--- config.mk ---
export PLATFORM = sky130hd
export DESIGN_NAME = toggle_event_sync
export DESIGN_NICKNAME = d
export VERILOG_FILES = /design/src/rtl/toggle_event_sync_pkg.sv /design/src/rtl/toggle_sync_chan.sv /design/src/rtl/toggle_event_sync.sv
export SDC_FILE = /design/constraint.sdc
export NUM_CORES = 1
export LEC_CHECK = 0
export CELL_PAD_IN_SITES_DETAIL_PLACEMENT = 1
export CELL_PAD_IN_SITES_GLOBAL_PLACEMENT = 1
export CORE_ASPECT_RATIO = 0.8
export CORE_MARGIN = 5
export CORE_UTILIZATION = 50
export CTS_CLUSTER_SIZE = 8
export DETAILED_ROUTE_END_ITERATION = 6
export PLACE_DENSITY_LB_ADDON = 0.1
export SLEW_MARGIN = 10
export SYNTH_ARGS = -nofsm -noshare
export SYNTH_HDL_FRONTEND = slang
export SYNTH_HIERARCHICAL = 1
export SYNTH_SLANG_ARGS = --single-unit
--- constraint.sdc ---
create_clock -name clkDst -period 3.3 [get_ports clkDst]
set_input_delay 0.33 -clock clkDst [delete_from_list [all_inputs] [get_ports clkDst]]
set_output_delay 0.33 -clock clkDst [all_outputs]
set_load 0.05 [all_outputs]
--- src/rtl/toggle_event_sync_pkg.sv ---
// Shared types and helpers for the toggle event synchroniser.
package toggle_event_sync_pkg;

  typedef enum logic {
    IDLE    = 1'b0,
    PRESENT = 1'b1
  } state_t;

  function automatic int chan_w(input int n);
    return (n > 1) ? $clog2(n) : 1;
  endfunction

endpackage

--- src/rtl/toggle_sync_chan.sv ---
// One channel: synchroniser chain, history flop, edge detect, pending counter.
// Lost-event output exists only with TOGGLE_EVENT_SYNC_OVERFLOW_EN.
module toggle_sync_chan #(
  parameter int STAGES = 3,
  parameter int CNT_W  = 3
) (
  input  logic             clk,
  input  logic             rst,
  input  logic             armed,
  input  logic             toggle,
  input  logic             dec,
  output logic             level,
  output logic [CNT_W-1:0] cnt
`ifdef TOGGLE_EVENT_SYNC_OVERFLOW_EN
  ,
  output logic             lost
`endif
);

  logic [STAGES-1:0] sync;
  logic              hist;
  logic              evt;
  logic              sat;

  always_ff @(posedge clk or posedge rst) begin
    if (rst) begin
      sync <= '0;
      hist <= 1'b0;
    end else begin
      sync <= {sync[STAGES-2:0], toggle};
      hist <= sync[STAGES-1];
    end
  end

  assign level = sync[STAGES-1];
  assign evt   = armed && (sync[STAGES-1] ^ hist);
  assign sat   = &cnt;

  // Simultaneous event and accept cancel out.
  always_ff @(posedge clk or posedge rst) begin
    if (rst) begin
      cnt <= '0;
    end else begin
      case ({evt, dec})
        2'b10:   if (!sat) cnt <= cnt + 1'b1;
        2'b01:   cnt <= cnt - 1'b1;
        default: cnt <= cnt;
      endcase
    end
  end

`ifdef TOGGLE_EVENT_SYNC_OVERFLOW_EN
  assign lost = evt && !dec && sat;
`endif

endmodule

--- src/rtl/toggle_event_sync.sv ---
// Multi-channel toggle event synchroniser with round-robin event output.
// Define TOGGLE_EVENT_SYNC_OVERFLOW_EN for sticky per-channel overflow flags.
module toggle_event_sync
  import toggle_event_sync_pkg::*;
#(
  parameter int CHANNELS = 4,
  parameter int STAGES   = 3,
  parameter int CNT_W    = 3
) (
  input  logic                              clkDst,
  input  logic                              rst,
  input  logic [CHANNELS-1:0]               toggle_in,
  output logic [CHANNELS-1:0]               level_out,
  output logic                              evt_valid,
  input  logic                              evt_ready,
  output logic [chan_w(CHANNELS)-1:0]       evt_chan,
  output logic                              pending_any
`ifdef TOGGLE_EVENT_SYNC_OVERFLOW_EN
  ,
  input  logic                              overflow_clr,
  output logic [CHANNELS-1:0]               overflow
`endif
);

  localparam int CW   = chan_w(CHANNELS);
  localparam int WARM = STAGES + 1;
  localparam logic [CW-1:0] LAST = CW'(CHANNELS - 1);

  logic [2:0]          warm;
  logic                armed;
  logic [CNT_W-1:0]    cnt [CHANNELS];
  logic [CHANNELS-1:0] nz;
  logic [CHANNELS-1:0] nz_after;
  logic [CHANNELS-1:0] dec;
  logic                accept;
  state_t              state, state_n;
  logic [CW-1:0]       chan_n;
  logic [CW-1:0]       ptr, ptr_n;
  logic [CW-1:0]       nxt;

  // Edge detection stays masked until the chain has settled after reset.
  always_ff @(posedge clkDst or posedge rst) begin
    if (rst) warm <= '0;
    else if (!armed) warm <= warm + 3'd1;
  end

  assign armed = (warm == 3'(WARM));

`ifdef TOGGLE_EVENT_SYNC_OVERFLOW_EN
  logic [CHANNELS-1:0] lost;
`endif

  for (genvar g = 0; g < CHANNELS; g++) begin : g_chan
    assign dec[g] = accept && (evt_chan == CW'(g));
    assign nz[g]  = |cnt[g];

    toggle_sync_chan #(
      .STAGES (STAGES),
      .CNT_W  (CNT_W)
    ) u_chan (
      .clk    (clkDst),
      .rst    (rst),
      .armed  (armed),
      .toggle (toggle_in[g]),
      .dec    (dec[g]),
      .level  (level_out[g]),
      .cnt    (cnt[g])
`ifdef TOGGLE_EVENT_SYNC_OVERFLOW_EN
      ,
      .lost   (lost[g])
`endif
    );
  end

  assign evt_valid = (state == PRESENT);
  assign accept    = evt_valid && evt_ready;
  assign nxt       = (evt_chan == LAST) ? '0 : evt_chan + 1'b1;

  always_comb begin
    nz_after = nz;
    if (accept && cnt[evt_chan] == CNT_W'(1))
      nz_after[evt_chan] = 1'b0;
  end

  function automatic logic [CW-1:0] rr_pick(
    input logic [CHANNELS-1:0] req,
    input logic [CW-1:0]       start
  );
    logic [CW:0]   sum;
    logic [CW-1:0] idx;
    logic          found;
    rr_pick = start;
    found   = 1'b0;
    for (int i = 0; i < CHANNELS; i++) begin
      sum = {1'b0, start} + (CW+1)'(i);
      if (sum >= (CW+1)'(CHANNELS))
        sum = sum - (CW+1)'(CHANNELS);
      idx = sum[CW-1:0];
      if (!found && req[idx]) begin
        rr_pick = idx;
        found   = 1'b1;
      end
    end
  endfunction

  always_comb begin
    state_n = state;
    chan_n  = evt_chan;
    ptr_n   = ptr;
    unique case (state)
      IDLE: begin
        if (|nz) begin
          state_n = PRESENT;
          chan_n  = rr_pick(nz, ptr);
        end
      end
      PRESENT: begin
        if (evt_ready) begin
          ptr_n = nxt;
          if (|nz_after) chan_n = rr_pick(nz_after, nxt);
          else state_n = IDLE;
        end
      end
      default: state_n = IDLE;
    endcase
  end

  always_ff @(posedge clkDst or posedge rst) begin
    if (rst) begin
      state       <= IDLE;
      evt_chan    <= '0;
      ptr         <= '0;
      pending_any <= 1'b0;
    end else begin
      state       <= state_n;
      evt_chan    <= chan_n;
      ptr         <= ptr_n;
      pending_any <= |nz;
    end
  end

`ifdef TOGGLE_EVENT_SYNC_OVERFLOW_EN
  // A new loss wins over a clear in the same cycle.
  always_ff @(posedge clkDst or posedge rst) begin
    if (rst) overflow <= '0;
    else overflow <= lost | (overflow & ~{CHANNELS{overflow_clr}});
  end
`endif

endmodule
## Word level (Yosys, flattened, before mapping)

Cells that the tools add are included.

- Add/sub/neg operators: 24
- Order comparisons: 19
- Eq/ne operators: 20
- Multiplexer cells: 96
- Bitwise logic cells: 8
- Reductions and logical operators: 44

Operator list:

| operator | count |
|---|---|
| 2-to-1 mux 2 bit | 40 |
| 2-to-1 mux 1 bit | 33 |
| less-than comparator 2 x 3 -> 1 bit (second input constant) | 9 |
| case mux 3 bit (2 select lines) | 4 |
| >= comparator 3 bit (second input constant) | 7 |
| 2-to-1 mux 3 bit | 6 |
| logical AND 1 bit | 17 |
| binary-select mux 1 bit (select 2 bit) | 8 |
| subtractor 2 x 1 -> 2 bit (second input constant) | 8 |
| adder 3 x 1 -> 3 bit (second input constant) | 5 |
| AND reduction 3 bit | 5 |
| adder 2 x 2 -> 3 bit (second input constant) | 4 |
| == test 2 bit (second input constant) | 6 |
| != test 2 bit (second input constant) | 6 |
| OR reduction 12 bit | 1 |
| OR reduction 3 bit | 4 |
| subtractor 3 x 1 -> 3 bit (second input constant) | 4 |
| == test 2 x 1 -> 1 bit (second input constant) | 5 |
| AND reduction 2 bit | 5 |
| nonzero test 2 bit | 4 |
| adder 2 x 1 -> 3 bit (second input constant) | 2 |
| binary-select mux 3 bit (select 2 bit) | 1 |
| >= comparator 2 x 3 -> 1 bit (second input constant) | 2 |
| logical NOT 1 bit | 6 |
| other kinds (16) | 19 |

- Register bits after elaboration: 37
- Input port bits: 7

## Logic depth before layout (Yosys ltp)

Gate-level depths: netlist (run 1).

- Word-level depth: 35
- Gate-level depth with buffers: 11
- Depth with buffers taken out: 11

## By module

The synthesis (run 1) kept the hierarchy.

By module, submodules not included:

| module | times used | cells an instance | area an instance (µm²) | sequential area each (µm²) |
|---|---|---|---|---|
| toggle_sync_chan (g_chan[0].u_chan ...) | 3 | 34 | 369.1 | 175.2 |
| toggle_event_sync | 1 | 90 | 820.8 | 225.2 |
| toggle_sync_chan (g_chan[3].u_chan) | 1 | 36 | 347.8 | 175.2 |

## Least setup slack after synthesis (run 1)

OpenSTA, ideal clock, no wires.

- Path type: register -> register
- Start point: reg evt_chan[1]
- End point: reg g_chan[2].u_chan.cnt[2]
- Arrival: 2350 ps
- Data required time: 3159 ps
- Slack: 809 ps
- Cell stages (with the launch flop): 10
- Clock period less this slack: 2491 ps
- Path through: dfrtp_1 ha_1 and3_2 clkbuf_1 nand2_1 fa_1 a211oi_1 mux2i_1 nor2_1 a211oi_1

- Word-level cells in the longest chain between the ends: 5
- Elaborated cells between the ends (all ways): 8
- Classes of those cells: eq/ne (4); mux (1); reduce/logical (3)

RTL lines:

| item | RTL line | RTL |
|---|---|---|
| start: declaration | toggle_event_sync.sv:16 | `output logic [chan_w(CHANNELS)-1:0] evt_chan,` |
| start signal: assignment | toggle_event_sync.sv:136 | `evt_chan <= chan_n;` |
| == test 2 bit (*) | toggle_event_sync.sv:54 | `assign dec[g] = accept && (evt_chan == CW'(g));` |
| logical AND 1 bit (*) | toggle_event_sync.sv:54 |  |
| via dec[2] | toggle_event_sync.sv:34 | `logic [CHANNELS-1:0] dec;` |
| == test 2 bit or == test 2 x 1 -> 1 bit (tied branches) | toggle_sync_chan.sv:44 | `case ({evt, dec})` |
| != test 2 bit (no line) or nonzero test 2 bit (tied branches) | -- |  |
| AND reduction 2 bit (no line) | -- |  |
| end signal: assignment | toggle_sync_chan.sv:45 | `2'b10: if (!sat) cnt <= cnt + 1'b1;` |
| end signal: assignment | toggle_sync_chan.sv:46 | `2'b01: cnt <= cnt - 1'b1;` |
| end signal: assignment | toggle_sync_chan.sv:47 | `default: cnt <= cnt;` |
| end: declaration | toggle_sync_chan.sv:13 | `output logic [CNT_W-1:0] cnt` |

The timed path passes the listed nets; every way through them passes the cells marked *.
A chain may end at the register's enable or synchronous reset.

## Final worst setup path (run 1)

- Start point: reg evt_chan[1]
- End point: reg g_chan[0].u_chan.cnt[2]

- Word-level cells in the longest chain between the ends: 5
- Elaborated cells between the ends (all ways): 8
- Classes of those cells: eq/ne (3); mux (1); reduce/logical (4)

RTL lines:

| item | RTL line |
|---|---|
| logical NOT 2 bit (*) | toggle_event_sync.sv:54 |
| logical AND 1 bit (*) | toggle_event_sync.sv:54 |
| via dec[0] | toggle_event_sync.sv:34 |
| == test 2 bit or == test 2 x 1 -> 1 bit (tied branches) | toggle_sync_chan.sv:44 |
| != test 2 bit (no line) or nonzero test 2 bit (tied branches) | -- |
| AND reduction 2 bit (no line) | -- |
| end signal: assignment | toggle_sync_chan.sv:45 |
| end signal: assignment | toggle_sync_chan.sv:46 |
| end signal: assignment | toggle_sync_chan.sv:47 |
| end: declaration | toggle_sync_chan.sv:13 |

Marked as above.

==> report_table.html, run 1 <==
<table>
<tr><th>Metric</th><th>Value</th></tr>
<tr><th colspan="2">Layout</th></tr>
<tr><td>Layout Nets</td><td>262</td></tr>
<tr><td>Fraction of layout cells with a size suffix above 1</td><td>12.60%</td></tr>
<tr><td>Area added between synthesis and finish</td><td>13.47%</td></tr>
<tr><td>Multi-input combinational cell area</td><td>1239 µm²</td></tr>
<tr><td>Antenna Cells</td><td>0</td></tr>
<tr><td>Finished Layout Cells</td><td>306</td></tr>
<tr><td>Area taken by flip-flops and latches</td><td>925.9 µm²</td></tr>
<tr><td>Fillcell total</td><td>503</td></tr>
<tr><th colspan="2">Critical path</th></tr>
<tr><td>CP startpoint</td><td>evt_chan[1]$_DFFE_PP0P_</td></tr>
<tr><td>Critical path peak fanout</td><td>10</td></tr>
<tr><td>End point of the critical path</td><td>g_chan[0].u_chan/cnt[2]$_DFFE_PP0P_</td></tr>
<tr><td>Type of element capturing the critical path</td><td>register</td></tr>
<tr><td>Worst flop-to-flop path endpoint</td><td>g_chan[0].u_chan/cnt[2]$_DFFE_PP0P_</td></tr>
<tr><td>FF-to-FF path depth</td><td>9</td></tr>
<tr><td>Category of the critical setup timing path</td><td>register to register</td></tr>
<tr><td>CP cell instances</td><td>inv_1 -&gt; ha_1 -&gt; and3_1 -&gt; nand2_1 -&gt; fa_1 -&gt; a211oi_1 -&gt; mux2i_1 -&gt; nor2_1 -&gt; a211oi_1</td></tr>
<tr><td>Reg2Reg Setup Slack</td><td>0.74 ns</td></tr>
<tr><td>Crit-path slowest cell</td><td>sky130_fd_sc_hd__dfrtp_1</td></tr>
<tr><td>Worst path arrival time</td><td>2.71 ns</td></tr>
<tr><td>Cell repeated most along the worst path</td><td>sky130_fd_sc_hd__a211oi_1</td></tr>
<tr><td>Startpoint kind of the worst setup timing path</td><td>register</td></tr>
<tr><td>Beginning of the worst register-to-register path</td><td>evt_chan[1]$_DFFE_PP0P_</td></tr>
<tr><td>Crit path required time</td><td>3.45 ns</td></tr>
<tr><td>Maximum single-stage delay on the critical path</td><td>0.50 ns</td></tr>
<tr><th colspan="2">Logic synthesis</th></tr>
<tr><td>Synthesized area per cell</td><td>9.982 µm²</td></tr>
<tr><td>Area fraction of the dominant cell type after synthesis</td><td>40.68%</td></tr>
<tr><td>Number of distinct library cell variants in the gate-level netlist after synthesis</td><td>48</td></tr>
<tr><td>Post-synth ARST share</td><td>100.0%</td></tr>
<tr><td>Most common library cells after synthesis</td><td>sky130_fd_sc_hd__dfrtp_1 (37), sky130_fd_sc_hd__nand2_1 (30), sky130_fd_sc_hd__inv_1 (23)</td></tr>
<tr><td>Synthesis Warnings</td><td>6</td></tr>
<tr><td>Flip-flop and latch count after synthesis</td><td>37</td></tr>
<tr><td>Synth area leaders</td><td>sky130_fd_sc_hd__dfrtp_1 (41%), sky130_fd_sc_hd__mux2i_1 (6.2%), sky130_fd_sc_hd__nand2_1 (4.9%)</td></tr>
<tr><td>Number of instances in the synthesized netlist</td><td>228</td></tr>
<tr><td>Cell taking the most area after synthesis</td><td>sky130_fd_sc_hd__dfrtp_1</td></tr>
<tr><td>Number of synthesized flops with an enable pin</td><td>0</td></tr>
<tr><td>Net Count, Synth</td><td>245</td></tr>
<tr><td>Most used standard cell by instance count after synthesis</td><td>sky130_fd_sc_hd__dfrtp_1</td></tr>
<tr><td>Dominant register cell in the synthesized netlist</td><td>sky130_fd_sc_hd__dfrtp_1</td></tr>
<tr><td>Post-synthesis sequential area ratio</td><td>40.68%</td></tr>
<tr><td>Post-synthesis instance area</td><td>2276 µm²</td></tr>
<tr><th colspan="2">CTS</th></tr>
<tr><td># hold bufs at CTS</td><td>0</td></tr>
<tr><td>Total CTS buffers</td><td>5</td></tr>
<tr><td>Clk_lat worst skew</td><td>0.30 ns</td></tr>
<tr><td>Number of instances resized during post-cts repair</td><td>0</td></tr>
<tr><td>Clock tree root buffer cell</td><td>sky130_fd_sc_hd__clkbuf_8</td></tr>
<tr><td>Post CTS Setup Buffer Count</td><td>0</td></tr>
<tr><td>Register clock-pin slew on the reported worst setup and hold paths</td><td>0.08 ns</td></tr>
<tr><td>Sinks on the clock net</td><td>37</td></tr>
<tr><td>CTS max path bufs</td><td>2</td></tr>
<tr><td>Maximum level of the CTS H-tree</td><td>2</td></tr>
<tr><td>CTS tree</td><td>built</td></tr>
<tr><th colspan="2">Placement</th></tr>
<tr><td>Placed instance count</td><td>298</td></tr>
<tr><td>Count of buffers inserted at the top-level ports</td><td>14</td></tr>
<tr><td>Sum of net half-perimeters after detailed placement</td><td>4244 µm</td></tr>
<tr><td>Final Wtd Congestion</td><td>0.9027</td></tr>
<tr><td>Setup WS pre-CTS</td><td>0.5595 ns</td></tr>
<tr><th colspan="2">Timing</th></tr>
<tr><td>Worst Hold Slack</td><td>0.3506 ns</td></tr>
<tr><td>Unrepaired setup endpoints after global routing</td><td>false</td></tr>
<tr><td>Relative slew slack</td><td>60.17%</td></tr>
<tr><td>Transition time at the pin with the least slew margin</td><td>0.5929 ns</td></tr>
<tr><td>Timing-limited maximum frequency</td><td>391.0 MHz</td></tr>
<tr><td>Hold Violations, Final</td><td>0</td></tr>
<tr><td>Setup-violating endpoint count in the final report</td><td>0</td></tr>
<tr><td>Final clock skew</td><td>0.009426 ns</td></tr>
<tr><td>Worst setup margin</td><td>0.7427 ns</td></tr>
<tr><td>Final-report max-slew violation count</td><td>0</td></tr>
<tr><td>Total negative slack</td><td>0 ns</td></tr>
<tr><td>Post-route clock period utilization</td><td>77.49%</td></tr>
<tr><td>Min Tclk post-route</td><td>2.557 ns</td></tr>
<tr><th colspan="2">Floorplanning</th></tr>
<tr><td>Overall die height</td><td>70.35 µm</td></tr>
<tr><td>Floorplan die area</td><td>6010 µm²</td></tr>
<tr><td>Std-Cell Core Area</td><td>4487 µm²</td></tr>
<tr><td>Number of top-level pins</td><td>15</td></tr>
<tr><td>Starting density of the core</td><td>50.73%</td></tr>
<tr><td>Std-Cell Rows</td><td>22</td></tr>
<tr><td>Die width</td><td>85.43 µm</td></tr>
<tr><th colspan="2">Job</th></tr>
<tr><td>Number of max-capacitance violations reported</td><td>0</td></tr>
<tr><th colspan="2">Routing</th></tr>
<tr><td>Vias after detailed routing</td><td>1798</td></tr>
<tr><td>Count of unresolved DRC violations after routing</td><td>0</td></tr>
<tr><td>Starting DRC count in detailed routing</td><td>112</td></tr>
<tr><td>Antenna violation net count after detailed routing</td><td>0</td></tr>
<tr><td>First drt pass iteration count</td><td>4</td></tr>
<tr><td>Final routed wire length divided by cell count</td><td>17.90 µm</td></tr>
<tr><td>Overall routed net length</td><td>5478 µm</td></tr>
<tr><td>Per-cell via count in the routed design</td><td>5.876</td></tr>
<tr><th colspan="2">Status</th></tr>
<tr><td>Status</td><td>finished clean</td></tr>
<tr><th colspan="2">Global routing</th></tr>
<tr><td>Vias in the first global route</td><td>1879</td></tr>
<tr><td>Antenna violations before repair</td><td>0</td></tr>
<tr><td>Total routing resource utilization after global routing</td><td>19.70%</td></tr>
<tr><td>Global-route wire length before repair</td><td>9321 µm</td></tr>
<tr><td>Pin count of the biggest net entering global routing</td><td>13</td></tr>
<tr><td>Total global routing overflow</td><td>0</td></tr>
<tr><th colspan="2">Pwr</th></tr>
<tr><td>Peak supply drop</td><td>0.3716 mV</td></tr>
<tr><td>Total power density per cell area</td><td>883.4 nW/µm²</td></tr>
<tr><td>Total leakage power</td><td>1.113 nW</td></tr>
<tr><th colspan="2">Hold path</th></tr>
<tr><td>Type of the most critical hold path</td><td>register to register</td></tr>
</table>
-- registers in the layout (all words and copies together) (netlist names) --
register / flops
evt_valid: 1
g_chan.u_chan/hist: 4
ptr: 2
g_chan.u_chan/sync: 12
evt_chan: 2
warm: 3
g_chan.u_chan/cnt: 12
pending_any: 1
-- critical path, delay by kind of cell (launching register included) --
family | cells | cell delay, ns
simple gates | 3 | 0.68
mux | 1 | 0.12
compound gates | 2 | 0.35
flops | 1 | 0.50
fa+ha+maj | 2 | 0.61
buf+inv | 1 | 0.16
-- cell families (layout without fill, tap and decap cells) --
| family | Yosys count | after routing | share of synthesized area (%) |
|---|---|---|---|
| and+or+nand+nor | 77 | 77 | 17.43 |
| AOI/OAI and AO/OA | 50 | 50 | 18.58 |
| DFF | 37 | 37 | 40.68 |
| buffers and inverters | 29 | 47 | 4.892 |
| muxes | 16 | 16 | 7.147 |
| adders and majority gates | 10 | 10 | 6.817 |
| xor gates and xnor gates | 9 | 9 | 4.453 |
-- how the worst min path moves through the flow --
| stage | startpoint | to | slack [ns] | cells after the start |
|---|---|---|---|---|
| floorplan | rst | g_chan[0].u_chan/cnt[0]$_DFFE_PP0P_ | 0.13 | 1 |
| global placement | g_chan[0].u_chan/sync[0]$_DFF_PP0_ | g_chan[0].u_chan/sync[1]$_DFF_PP0_ | 0.33 | 0 |
| detailed placement | g_chan[1].u_chan/sync[0]$_DFF_PP0_ | g_chan[1].u_chan/sync[1]$_DFF_PP0_ | 0.34 | 0 |
| CTS | g_chan[1].u_chan/sync[0]$_DFF_PP0_ | g_chan[1].u_chan/sync[1]$_DFF_PP0_ | 0.35 | 0 |
| global route | g_chan[2].u_chan/sync[1]$_DFF_PP0_ | g_chan[2].u_chan/sync[2]$_DFF_PP0_ | 0.37 | 0 |
| finish | g_chan[1].u_chan/sync[0]$_DFF_PP0_ | g_chan[1].u_chan/sync[1]$_DFF_PP0_ | 0.35 | 0 |
-- stage by stage --
stage / instance area, µm² / utilization [%] / power, mW
after floorplan: 2276 / - / 1.612
after global placement: 2481 / 55.30 / 1.809
after detailed placement: 2481 / 55.30 / 1.928
after CTS: 2582 / 57.56 / 2.287
after global routing: 2582 / 57.56 / 2.461
final: 2582 / 57.56 / 2.281
-- where the power goes --
| group | total (mW) | switching (mW) | leakage (nW) | internal, mW |
|---|---|---|---|---|
| logic | 1.14 | 0.663 | 0.635 | 0.477 |
| clock network | 0.351 | 0.163 | 0.0542 | 0.189 |
| registers | 0.791 | 0.224 | 0.424 | 0.567 |
| total | 2.28 | 1.05 | 1.11 | 1.23 |
-- cell usage in the layout (no fill, tap or decap), types with 2 or more instances in the layout --
cell type                         netlist  layout
sky130_fd_sc_hd__and3_1                 3       3
sky130_fd_sc_hd__buf_4                  0       2
sky130_fd_sc_hd__nor2_1                14      14
sky130_fd_sc_hd__nor4b_1                2       2
sky130_fd_sc_hd__nand2_4                3       3
sky130_fd_sc_hd__mux2i_1               14      14
sky130_fd_sc_hd__clkdlybuf4s50_1        0      14
sky130_fd_sc_hd__a221oi_1               3       3
sky130_fd_sc_hd__or3_1                  5       5
sky130_fd_sc_hd__o211ai_1               2       2
sky130_fd_sc_hd__a31oi_4                3       3
sky130_fd_sc_hd__fa_1                   4       4
sky130_fd_sc_hd__xnor2_1                5       5
sky130_fd_sc_hd__a21oi_1                7       7
sky130_fd_sc_hd__a31oi_2                2       2
sky130_fd_sc_hd__nand4_1                5       5
sky130_fd_sc_hd__nand2b_1               2       2
sky130_fd_sc_hd__a311o_2                2       2
sky130_fd_sc_hd__nor3_2                 3       3
sky130_fd_sc_hd__a311oi_1               4       4
sky130_fd_sc_hd__a211oi_1               7       7
sky130_fd_sc_hd__a31oi_1                4       4
sky130_fd_sc_hd__o21ai_0                6       6
sky130_fd_sc_hd__xor2_2                 3       3
sky130_fd_sc_hd__ha_1                   6       6
sky130_fd_sc_hd__clkbuf_8               0       7
sky130_fd_sc_hd__inv_1                 23      23
sky130_fd_sc_hd__nand3_1                5       5
sky130_fd_sc_hd__nand2_1               30      30
sky130_fd_sc_hd__dfrtp_1               37      37
-- layer usage --
metal,wire length (µm),GRT usage [%]
met2,2761,32.76
met1,2494,25.41
met3,146,4.245
met4,76,6.503
met5,0,0
-- final cells by class --
type	instances	area share, %
multi-input cells	162	47.97
flip-flops and latches	37	35.85
repair buffers	16	6.008
clock buffers	7	3.731
inverters	23	3.343
well taps	60	2.907
clock inverters	1	0.1938
Power figures use the tool's default switching activity.
==> run 2, diff against run 1 <==
--- a/config.mk
+++ b/config.mk
@@ -9,7 +9,7 @@
 export CELL_PAD_IN_SITES_GLOBAL_PLACEMENT = 1
 export CORE_ASPECT_RATIO = 0.8
 export CORE_MARGIN = 5
-export CORE_UTILIZATION = 50
+export CORE_UTILIZATION = 42
 export CTS_CLUSTER_SIZE = 8
 export DETAILED_ROUTE_END_ITERATION = 6
 export PLACE_DENSITY_LB_ADDON = 0.1
==> constraint.sdc (replaced) <==
create_clock -name clkDst -period 2.06 [get_ports clkDst]
set_input_delay 0.206 -clock clkDst [delete_from_list [all_inputs] [get_ports clkDst]]
set_output_delay 0.206 -clock clkDst [all_outputs]
set_load 0.05 [all_outputs]
==> run 2 against run 1 <==
Compared with the run above: the flow now finishes with violations (negative setup slack); sequential share of layout area shrank 6.0 points; utilization grew 0.61 points; cell count grew 16%; routed wire length grew 11%; die area grew 16%; clock power grew 86%; critical path depth shrank 1; sequential cell count is the same; first-iteration DRC count shrank 1.8%; sequential power grew 39%; register-to-register slack lost 0.78 ns; combinational power grew 130%.
==> report_table.html, run 2 (synthesis gave the netlist of run 1 again) <==
<table>
<tr><th>Metric</th><th>Value</th></tr>
<tr><th colspan="2">Status</th></tr>
<tr><td>Status</td><td>finished, violations left</td></tr>
<tr><td>Violated checks</td><td>negative setup slack</td></tr>
<tr><th colspan="2">Floorplanning</th></tr>
<tr><td>Std-Cell Core Area</td><td>5345 µm²</td></tr>
<tr><td>Die width</td><td>92.30 µm</td></tr>
<tr><td>Starting density of the core</td><td>42.58%</td></tr>
<tr><td>Overall die height</td><td>75.84 µm</td></tr>
<tr><td>Floorplan die area</td><td>7000 µm²</td></tr>
<tr><td>Std-Cell Rows</td><td>24</td></tr>
<tr><td>Number of top-level pins</td><td>15</td></tr>
<tr><th colspan="2">CTS</th></tr>
<tr><td>Clock tree root buffer cell</td><td>sky130_fd_sc_hd__clkbuf_8</td></tr>
<tr><td>CTS tree</td><td>built</td></tr>
<tr><td>Clk_lat worst skew</td><td>0.31 ns</td></tr>
<tr><td>Total CTS buffers</td><td>5</td></tr>
<tr><td>Register clock-pin slew on the reported worst setup and hold paths</td><td>0.09 ns</td></tr>
<tr><td>CTS max path bufs</td><td>2</td></tr>
<tr><td>Sinks on the clock net</td><td>37</td></tr>
<tr><td>Maximum level of the CTS H-tree</td><td>2</td></tr>
<tr><th colspan="2">Layout</th></tr>
<tr><td>Area taken by flip-flops and latches</td><td>929.6 µm²</td></tr>
<tr><td>Fraction of layout cells with a size suffix above 1</td><td>37.93%</td></tr>
<tr><td>Utilization after layout</td><td>58.17%</td></tr>
<tr><td>Antenna Cells</td><td>0</td></tr>
<tr><td>Fillcell total</td><td>591</td></tr>
<tr><td>Area added between synthesis and finish</td><td>36.61%</td></tr>
<tr><td>Layout Nets</td><td>306</td></tr>
<tr><td>Largest registers</td><td>g_chan.u_chan/cnt (12), g_chan.u_chan/sync (12), g_chan.u_chan/hist (4)</td></tr>
<tr><td>Top library cells by usage in the layout, fill and taps aside</td><td>sky130_fd_sc_hd__buf_4 (42), sky130_fd_sc_hd__dfrtp_1 (34), sky130_fd_sc_hd__nand2_1 (24)</td></tr>
<tr><td>Multi-input combinational cell area</td><td>1376 µm²</td></tr>
<tr><td>Finished Layout Cells</td><td>355</td></tr>
<tr><td>Most common cell after layout, fill and taps aside</td><td>sky130_fd_sc_hd__buf_4</td></tr>
<tr><th colspan="2">Critical path</th></tr>
<tr><td>Crit-path slowest cell</td><td>sky130_fd_sc_hd__dfrtp_2</td></tr>
<tr><td>Top delay family on crit path</td><td>compound AO/OA/AOI/OAI gates</td></tr>
<tr><td>Startpoint kind of the worst setup timing path</td><td>register</td></tr>
<tr><td>Type of element capturing the critical path</td><td>register</td></tr>
<tr><td>Cell repeated most along the worst path</td><td>sky130_fd_sc_hd__buf_6</td></tr>
<tr><td>Worst path arrival time</td><td>2.32 ns</td></tr>
<tr><td>CP startpoint</td><td>evt_chan[1]$_DFFE_PP0P_</td></tr>
<tr><td>Buf+Inv Stages, Crit Path</td><td>2</td></tr>
<tr><td>Category of the critical setup timing path</td><td>register to register</td></tr>
<tr><td>CP cell instances</td><td>buf_6 -&gt; a311o_2 -&gt; a31oi_4 -&gt; buf_6 -&gt; o2bb2ai_2 -&gt; o21ai_1 -&gt; a32o_2 -&gt; mux2i_1</td></tr>
<tr><td>Crit path required time</td><td>2.29 ns</td></tr>
<tr><td>Critical path peak fanout</td><td>5</td></tr>
<tr><td>Maximum single-stage delay on the critical path</td><td>0.47 ns</td></tr>
<tr><td>Beginning of the worst register-to-register path</td><td>evt_chan[1]$_DFFE_PP0P_</td></tr>
<tr><th colspan="2">Hold path</th></tr>
<tr><td>Type of the most critical hold path</td><td>input pin to register</td></tr>
<tr><td>Hold path startpoint</td><td>toggle_in[3]</td></tr>
<tr><th colspan="2">Timing</th></tr>
<tr><td>Relative slew slack</td><td>66.38%</td></tr>
<tr><td>Total negative slack</td><td>-0.06259 ns</td></tr>
<tr><td>Min Tclk post-route</td><td>2.092 ns</td></tr>
<tr><td>Final-report max-slew violation count</td><td>0</td></tr>
<tr><td>Hold Violations, Final</td><td>0</td></tr>
<tr><td>Unrepaired setup endpoints after global routing</td><td>true</td></tr>
<tr><td>Setup-violating endpoint count in the final report</td><td>2</td></tr>
<tr><td>Transition time at the pin with the least slew margin</td><td>0.5034 ns</td></tr>
<tr><td>Worst Hold Slack</td><td>0.3270 ns</td></tr>
<tr><td>Worst setup margin</td><td>-0.03246 ns</td></tr>
<tr><td>Timing-limited maximum frequency</td><td>477.9 MHz</td></tr>
<tr><td>Final clock skew</td><td>0.009866 ns</td></tr>
<tr><td>Post-route clock period utilization</td><td>101.6%</td></tr>
<tr><th colspan="2">Placement</th></tr>
<tr><td>Placed instance count</td><td>336</td></tr>
<tr><td>Final Wtd Congestion</td><td>0.7820</td></tr>
<tr><td>Setup WS pre-CTS</td><td>-0.1222 ns</td></tr>
<tr><td>Count of buffers inserted at the top-level ports</td><td>14</td></tr>
<tr><td>Sum of net half-perimeters after detailed placement</td><td>4343 µm</td></tr>
<tr><th colspan="2">Routing</th></tr>
<tr><td>Per-cell via count in the routed design</td><td>5.437</td></tr>
<tr><td>Final routed wire length divided by cell count</td><td>17.19 µm</td></tr>
<tr><td>Count of unresolved DRC violations after routing</td><td>0</td></tr>
<tr><td>Overall routed net length</td><td>6102 µm</td></tr>
<tr><td>Vias after detailed routing</td><td>1930</td></tr>
<tr><td>Starting DRC count in detailed routing</td><td>110</td></tr>
<tr><td>Antenna violation net count after detailed routing</td><td>0</td></tr>
<tr><td>First drt pass iteration count</td><td>4</td></tr>
<tr><th colspan="2">Global routing</th></tr>
<tr><td>Total global routing overflow</td><td>0</td></tr>
<tr><td>Global-route wire length before repair</td><td>9673 µm</td></tr>
<tr><td>Total routing resource utilization after global routing</td><td>17.89%</td></tr>
<tr><td>Antenna violations before repair</td><td>0</td></tr>
<tr><td>Vias in the first global route</td><td>1959</td></tr>
<tr><td>Pin count of the biggest net entering global routing</td><td>14</td></tr>
<tr><th colspan="2">Pwr</th></tr>
<tr><td>Total leakage power</td><td>1.371 nW</td></tr>
<tr><td>Total power density per cell area</td><td>1411 nW/µm²</td></tr>
<tr><td>Peak supply drop</td><td>0.6230 mV</td></tr>
<tr><th colspan="2">Job</th></tr>
<tr><td>Number of max-capacitance violations reported</td><td>0</td></tr>
</table>
[run 2: changes by cell type in the layout (fill, tap and decap cells not counted), moves of 4 or more]
| cell | before | now |
|---|---|---|
| sky130_fd_sc_hd__inv_1 | 23 | 18 |
| sky130_fd_sc_hd__nand2_1 | 30 | 24 |
| sky130_fd_sc_hd__and3_4 | 0 | 4 |
| sky130_fd_sc_hd__a211oi_2 | 0 | 4 |
| sky130_fd_sc_hd__a211oi_1 | 7 | 3 |
| sky130_fd_sc_hd__buf_4 | 2 | 42 |
[run 2: report_power, final]
| group | switching [mW] | leakage (nW) | total (mW) | internal [mW] |
|---|---|---|---|---|
| clock network | 0.291 | 0.0543 | 0.653 | 0.362 |
| logic | 1.40 | 0.894 | 2.64 | 1.23 |
| registers | 0.185 | 0.422 | 1.10 | 0.914 |
| total | 1.88 | 1.37 | 4.39 | 2.51 |
[run 2: area by class of cell]
cell class | count | area share, %
multi-input cells | 162 | 44.27
flip-flops and latches | 37 | 29.90
repair buffers | 60 | 16.46
inverters | 23 | 3.058
well taps | 65 | 2.616
clock buffers | 5 | 2.213
clock inverters | 3 | 1.489
[run 2: repair_timing]
item | CTS | global route
buffers inserted | 4 | 7
resized for setup | 7 | 16
setup endpoints to repair | 9 | 12
hold buffers | 0 | 0
endpoints found under the hold margin | 0 | 0
pin swaps | 10 | 16
[run 2: layer usage]
| metal | vias up | part of all wire, % | GRT usage [%] |
|---|---|---|---|
| met2 | 24 | 49 | 30.79 |
| met3 | 8 | 2.4 | 4.738 |
| met5 | - | 0 | 0 |
| met1 | 964 | 48 | 23.02 |
| met4 | 0 | 0.90 | 3.954 |
| li1 | 934 | - | - |
[run 2: final timing paths]
path	to	slack, ns	depth (start not counted)
setup / recovery	evt_chan[1]$_DFFE_PP0P_	-0.03	8
hold / removal	g_chan[3].u_chan/sync[0]$_DFF_PP0_	0.33	1
setup reg to reg	evt_chan[1]$_DFFE_PP0P_	-0.03	8
hold reg to reg	g_chan[2].u_chan/sync[2]$_DFF_PP0_	0.35	0
max in group asynchronous	evt_chan[1]$_DFFE_PP0P_	1.38	2
min in group asynchronous	g_chan[1].u_chan/hist$_DFF_PP0_	0.35	2
[run 2: per-stage QoR]
| stage | total power, mW | area [µm²] |
|---|---|---|
| 2_1_floorplan | 2.716 | 2386 |
| 4_1_cts | 4.220 | 3002 |
| 5_1_grt | 4.701 | 3109 |
| 3_5_place_dp | 3.470 | 2814 |
| 3_3_place_gp | 3.377 | 2814 |
| 6_report | 4.388 | 3109 |
==> run 3, diff against run 2 <==
--- a/config.mk
+++ b/config.mk
@@ -12,6 +12,7 @@
 export CORE_UTILIZATION = 42
 export CTS_CLUSTER_SIZE = 8
 export DETAILED_ROUTE_END_ITERATION = 6
+export GPL_TIMING_DRIVEN = 0
 export PLACE_DENSITY_LB_ADDON = 0.1
 export SLEW_MARGIN = 10
 export SYNTH_ARGS = -nofsm -noshare
==> run 3 against run 2 <==
Compared with the run above: the flow still finishes with violations (negative setup slack); clock power is 17% higher; hold slack better by 0.017 ns; critical endpoint is now evt_chan[0]$_DFFE_PP0P_; highest routed layer unchanged; largest cell class unchanged; die area unchanged; maximum frequency up 0.82%; critical path type unchanged.
==> report_table.html, run 3 (synthesis gave the netlist of run 1 again) <==
<table>
<tr><th>Metric</th><th>Value</th></tr>
<tr><th colspan="2">Layout</th></tr>
<tr><td>Area added between synthesis and finish</td><td>38.21%</td></tr>
<tr><td>Fraction of layout cells with a size suffix above 1</td><td>39.78%</td></tr>
<tr><td>Antenna Cells</td><td>0</td></tr>
<tr><td>Largest registers</td><td>g_chan.u_chan/cnt (12), g_chan.u_chan/sync (12), g_chan.u_chan/hist (4)</td></tr>
<tr><td>Top library cells by usage in the layout, fill and taps aside</td><td>sky130_fd_sc_hd__buf_4 (29), sky130_fd_sc_hd__nand2_1 (24), sky130_fd_sc_hd__dfrtp_1 (24)</td></tr>
<tr><td>Most common cell after layout, fill and taps aside</td><td>sky130_fd_sc_hd__buf_4</td></tr>
<tr><td>Layout Nets</td><td>295</td></tr>
<tr><th colspan="2">Floorplanning</th></tr>
<tr><td>Starting density of the core</td><td>42.58%</td></tr>
<tr><td>Std-Cell Rows</td><td>24</td></tr>
<tr><td>Std-Cell Core Area</td><td>5345 µm²</td></tr>
<tr><td>Floorplan die area</td><td>7000 µm²</td></tr>
<tr><td>Overall die height</td><td>75.84 µm</td></tr>
<tr><td>Number of top-level pins</td><td>15</td></tr>
<tr><td>Die width</td><td>92.30 µm</td></tr>
<tr><th colspan="2">Critical path</th></tr>
<tr><td>Crit-path slowest cell</td><td>sky130_fd_sc_hd__dfrtp_2</td></tr>
<tr><td>FF-to-FF path depth</td><td>7</td></tr>
<tr><td>Maximum single-stage delay on the critical path</td><td>0.47 ns</td></tr>
<tr><td>Type of element capturing the critical path</td><td>register</td></tr>
<tr><td>Reg2Reg Setup Slack</td><td>-0.02 ns</td></tr>
<tr><td>CP cell instances</td><td>buf_4 -&gt; a311o_2 -&gt; a31oi_4 -&gt; nand2b_1 -&gt; a21oi_2 -&gt; o41ai_2 -&gt; mux2_1</td></tr>
<tr><td>Category of the critical setup timing path</td><td>register to register</td></tr>
<tr><td>Critical path peak fanout</td><td>6</td></tr>
<tr><td>Startpoint kind of the worst setup timing path</td><td>register</td></tr>
<tr><td>Crit path required time</td><td>2.23 ns</td></tr>
<tr><td>Worst path arrival time</td><td>2.25 ns</td></tr>
<tr><th colspan="2">Timing</th></tr>
<tr><td>Min Tclk post-route</td><td>2.075 ns</td></tr>
<tr><td>Relative slew slack</td><td>65.65%</td></tr>
<tr><td>Final-report max-slew violation count</td><td>0</td></tr>
<tr><td>Timing-limited maximum frequency</td><td>481.8 MHz</td></tr>
<tr><td>Hold Violations, Final</td><td>0</td></tr>
<tr><td>Final clock skew</td><td>0.007992 ns</td></tr>
<tr><td>Post-route clock period utilization</td><td>100.8%</td></tr>
<tr><td>Worst setup margin</td><td>-0.01546 ns</td></tr>
<tr><td>Setup-violating endpoint count in the final report</td><td>2</td></tr>
<tr><td>Transition time at the pin with the least slew margin</td><td>0.5137 ns</td></tr>
<tr><td>Worst Hold Slack</td><td>0.3436 ns</td></tr>
<tr><td>Unrepaired setup endpoints after global routing</td><td>true</td></tr>
<tr><th colspan="2">Global routing</th></tr>
<tr><td>Total routing resource utilization after global routing</td><td>16.58%</td></tr>
<tr><td>Total global routing overflow</td><td>0</td></tr>
<tr><td>Pin count of the biggest net entering global routing</td><td>14</td></tr>
<tr><td>Vias in the first global route</td><td>1891</td></tr>
<tr><td>Antenna violations before repair</td><td>0</td></tr>
<tr><td>Global-route wire length before repair</td><td>8963 µm</td></tr>
<tr><th colspan="2">Status</th></tr>
<tr><td>Status</td><td>finished, violations left</td></tr>
<tr><td>Violated checks</td><td>negative setup slack</td></tr>
<tr><th colspan="2">Routing</th></tr>
<tr><td>Count of unresolved DRC violations after routing</td><td>0</td></tr>
<tr><td>Per-cell via count in the routed design</td><td>5.424</td></tr>
<tr><td>Vias after detailed routing</td><td>1866</td></tr>
<tr><td>Overall routed net length</td><td>5616 µm</td></tr>
<tr><td>Antenna violation net count after detailed routing</td><td>0</td></tr>
<tr><td>First drt pass iteration count</td><td>4</td></tr>
<tr><td>Starting DRC count in detailed routing</td><td>37</td></tr>
<tr><td>Final routed wire length divided by cell count</td><td>16.33 µm</td></tr>
<tr><th colspan="2">CTS</th></tr>
<tr><td>CTS max path bufs</td><td>2</td></tr>
<tr><td>Clk_lat worst skew</td><td>0.29 ns</td></tr>
<tr><td>Maximum level of the CTS H-tree</td><td>2</td></tr>
<tr><td>Total CTS buffers</td><td>5</td></tr>
<tr><td># hold bufs at CTS</td><td>0</td></tr>
<tr><td>CTS tree</td><td>built</td></tr>
<tr><td>Sinks on the clock net</td><td>37</td></tr>
<tr><td>Register clock-pin slew on the reported worst setup and hold paths</td><td>0.08 ns</td></tr>
<tr><td>Clock tree root buffer cell</td><td>sky130_fd_sc_hd__clkbuf_8</td></tr>
<tr><th colspan="2">Job</th></tr>
<tr><td>Number of max-capacitance violations reported</td><td>0</td></tr>
<tr><th colspan="2">Placement</th></tr>
<tr><td>Setup WS pre-CTS</td><td>-0.3282 ns</td></tr>
<tr><td>Count of buffers inserted at the top-level ports</td><td>14</td></tr>
<tr><td>Sum of net half-perimeters after detailed placement</td><td>3661 µm</td></tr>
<tr><td>Final Wtd Congestion</td><td>0.7336</td></tr>
<tr><th colspan="2">Pwr</th></tr>
<tr><td>Total power density per cell area</td><td>1385 nW/µm²</td></tr>
<tr><td>Total leakage power</td><td>1.337 nW</td></tr>
<tr><td>Peak supply drop</td><td>0.6949 mV</td></tr>
<tr><th colspan="2">Hold path</th></tr>
<tr><td>Type of the most critical hold path</td><td>input pin to register</td></tr>
<tr><td>Number of cells traversed by the worst hold path</td><td>1</td></tr>
</table>
==> run 3: timing repair <==
action / 4_1_cts / 5_1_grt
endpoints found under the hold margin: 0 / 0
endpoints found under the setup margin: 10 / 10
resized for setup: 27 / 17
pin swaps: 16 / 11
setup buffers: 18 / 11
==> run 3: final timing paths <==
check	start	endpoint
max reg2reg	evt_chan[0]$_DFFE_PP0P_	evt_chan[0]$_DFFE_PP0P_
min	toggle_in[3]	g_chan[3].u_chan/sync[0]$_DFF_PP0_
max	evt_chan[0]$_DFFE_PP0P_	evt_chan[0]$_DFFE_PP0P_
min in group asynchronous	rst	g_chan[1].u_chan/sync[1]$_DFF_PP0_
max in group asynchronous	rst	evt_chan[1]$_DFFE_PP0P_
min reg2reg	g_chan[3].u_chan/sync[0]$_DFF_PP0_	g_chan[3].u_chan/sync[1]$_DFF_PP0_
==> run 3: area by class of cell <==
cell class | count | area, µm²
clock inverters | 3 | 68.82
flip-flops and latches | 37 | 942.2
multi-input cells | 162 | 1451
inverters | 23 | 95.09
clock buffers | 5 | 68.82
plain buffers | 6 | 63.81
fillers | 587 | 2200
well taps | 65 | 81.33
repair buffers | 43 | 374.1
==> run 3: metrics by stage <==
stage	utilization (%)	setup TNS, ns	total power, mW	area, µm²	instances
3_3_place_gp	48.78	-2.375	3.085	2608	307
6_report	58.85	-0.01823	4.357	3146	344
5_1_grt	58.85	-0.8034	4.718	3146	344
3_5_place_dp	48.78	-2.596	3.141	2608	307
2_1_floorplan	-	-0.2968	2.716	2386	228
4_1_cts	56.06	-0.05276	4.174	2997	333
==> run 3: worst max-delay path, delay by kind of cell (launching register included) <==
kind            cells  cell delay, ns
compound gates      4            0.94
flops               1            0.47
simple gates        1            0.11
buf+inv             1            0.16
mux                 1            0.29
==> run 3: per-layer routing <==
metal / global-route usage (%) / share of wire, %
met4: 3.460 / 0.27
met2: 29.74 / 52
met1: 21.00 / 46
met3: 3.554 / 1.4
met5: 0 / 0
==> run 3: power breakdown <==
part	total, mW	switching (mW)	internal (mW)
sequential	1.31	0.375	0.932
combinational	2.28	1.20	1.09
clock	0.765	0.277	0.488
total	4.36	1.85	2.51
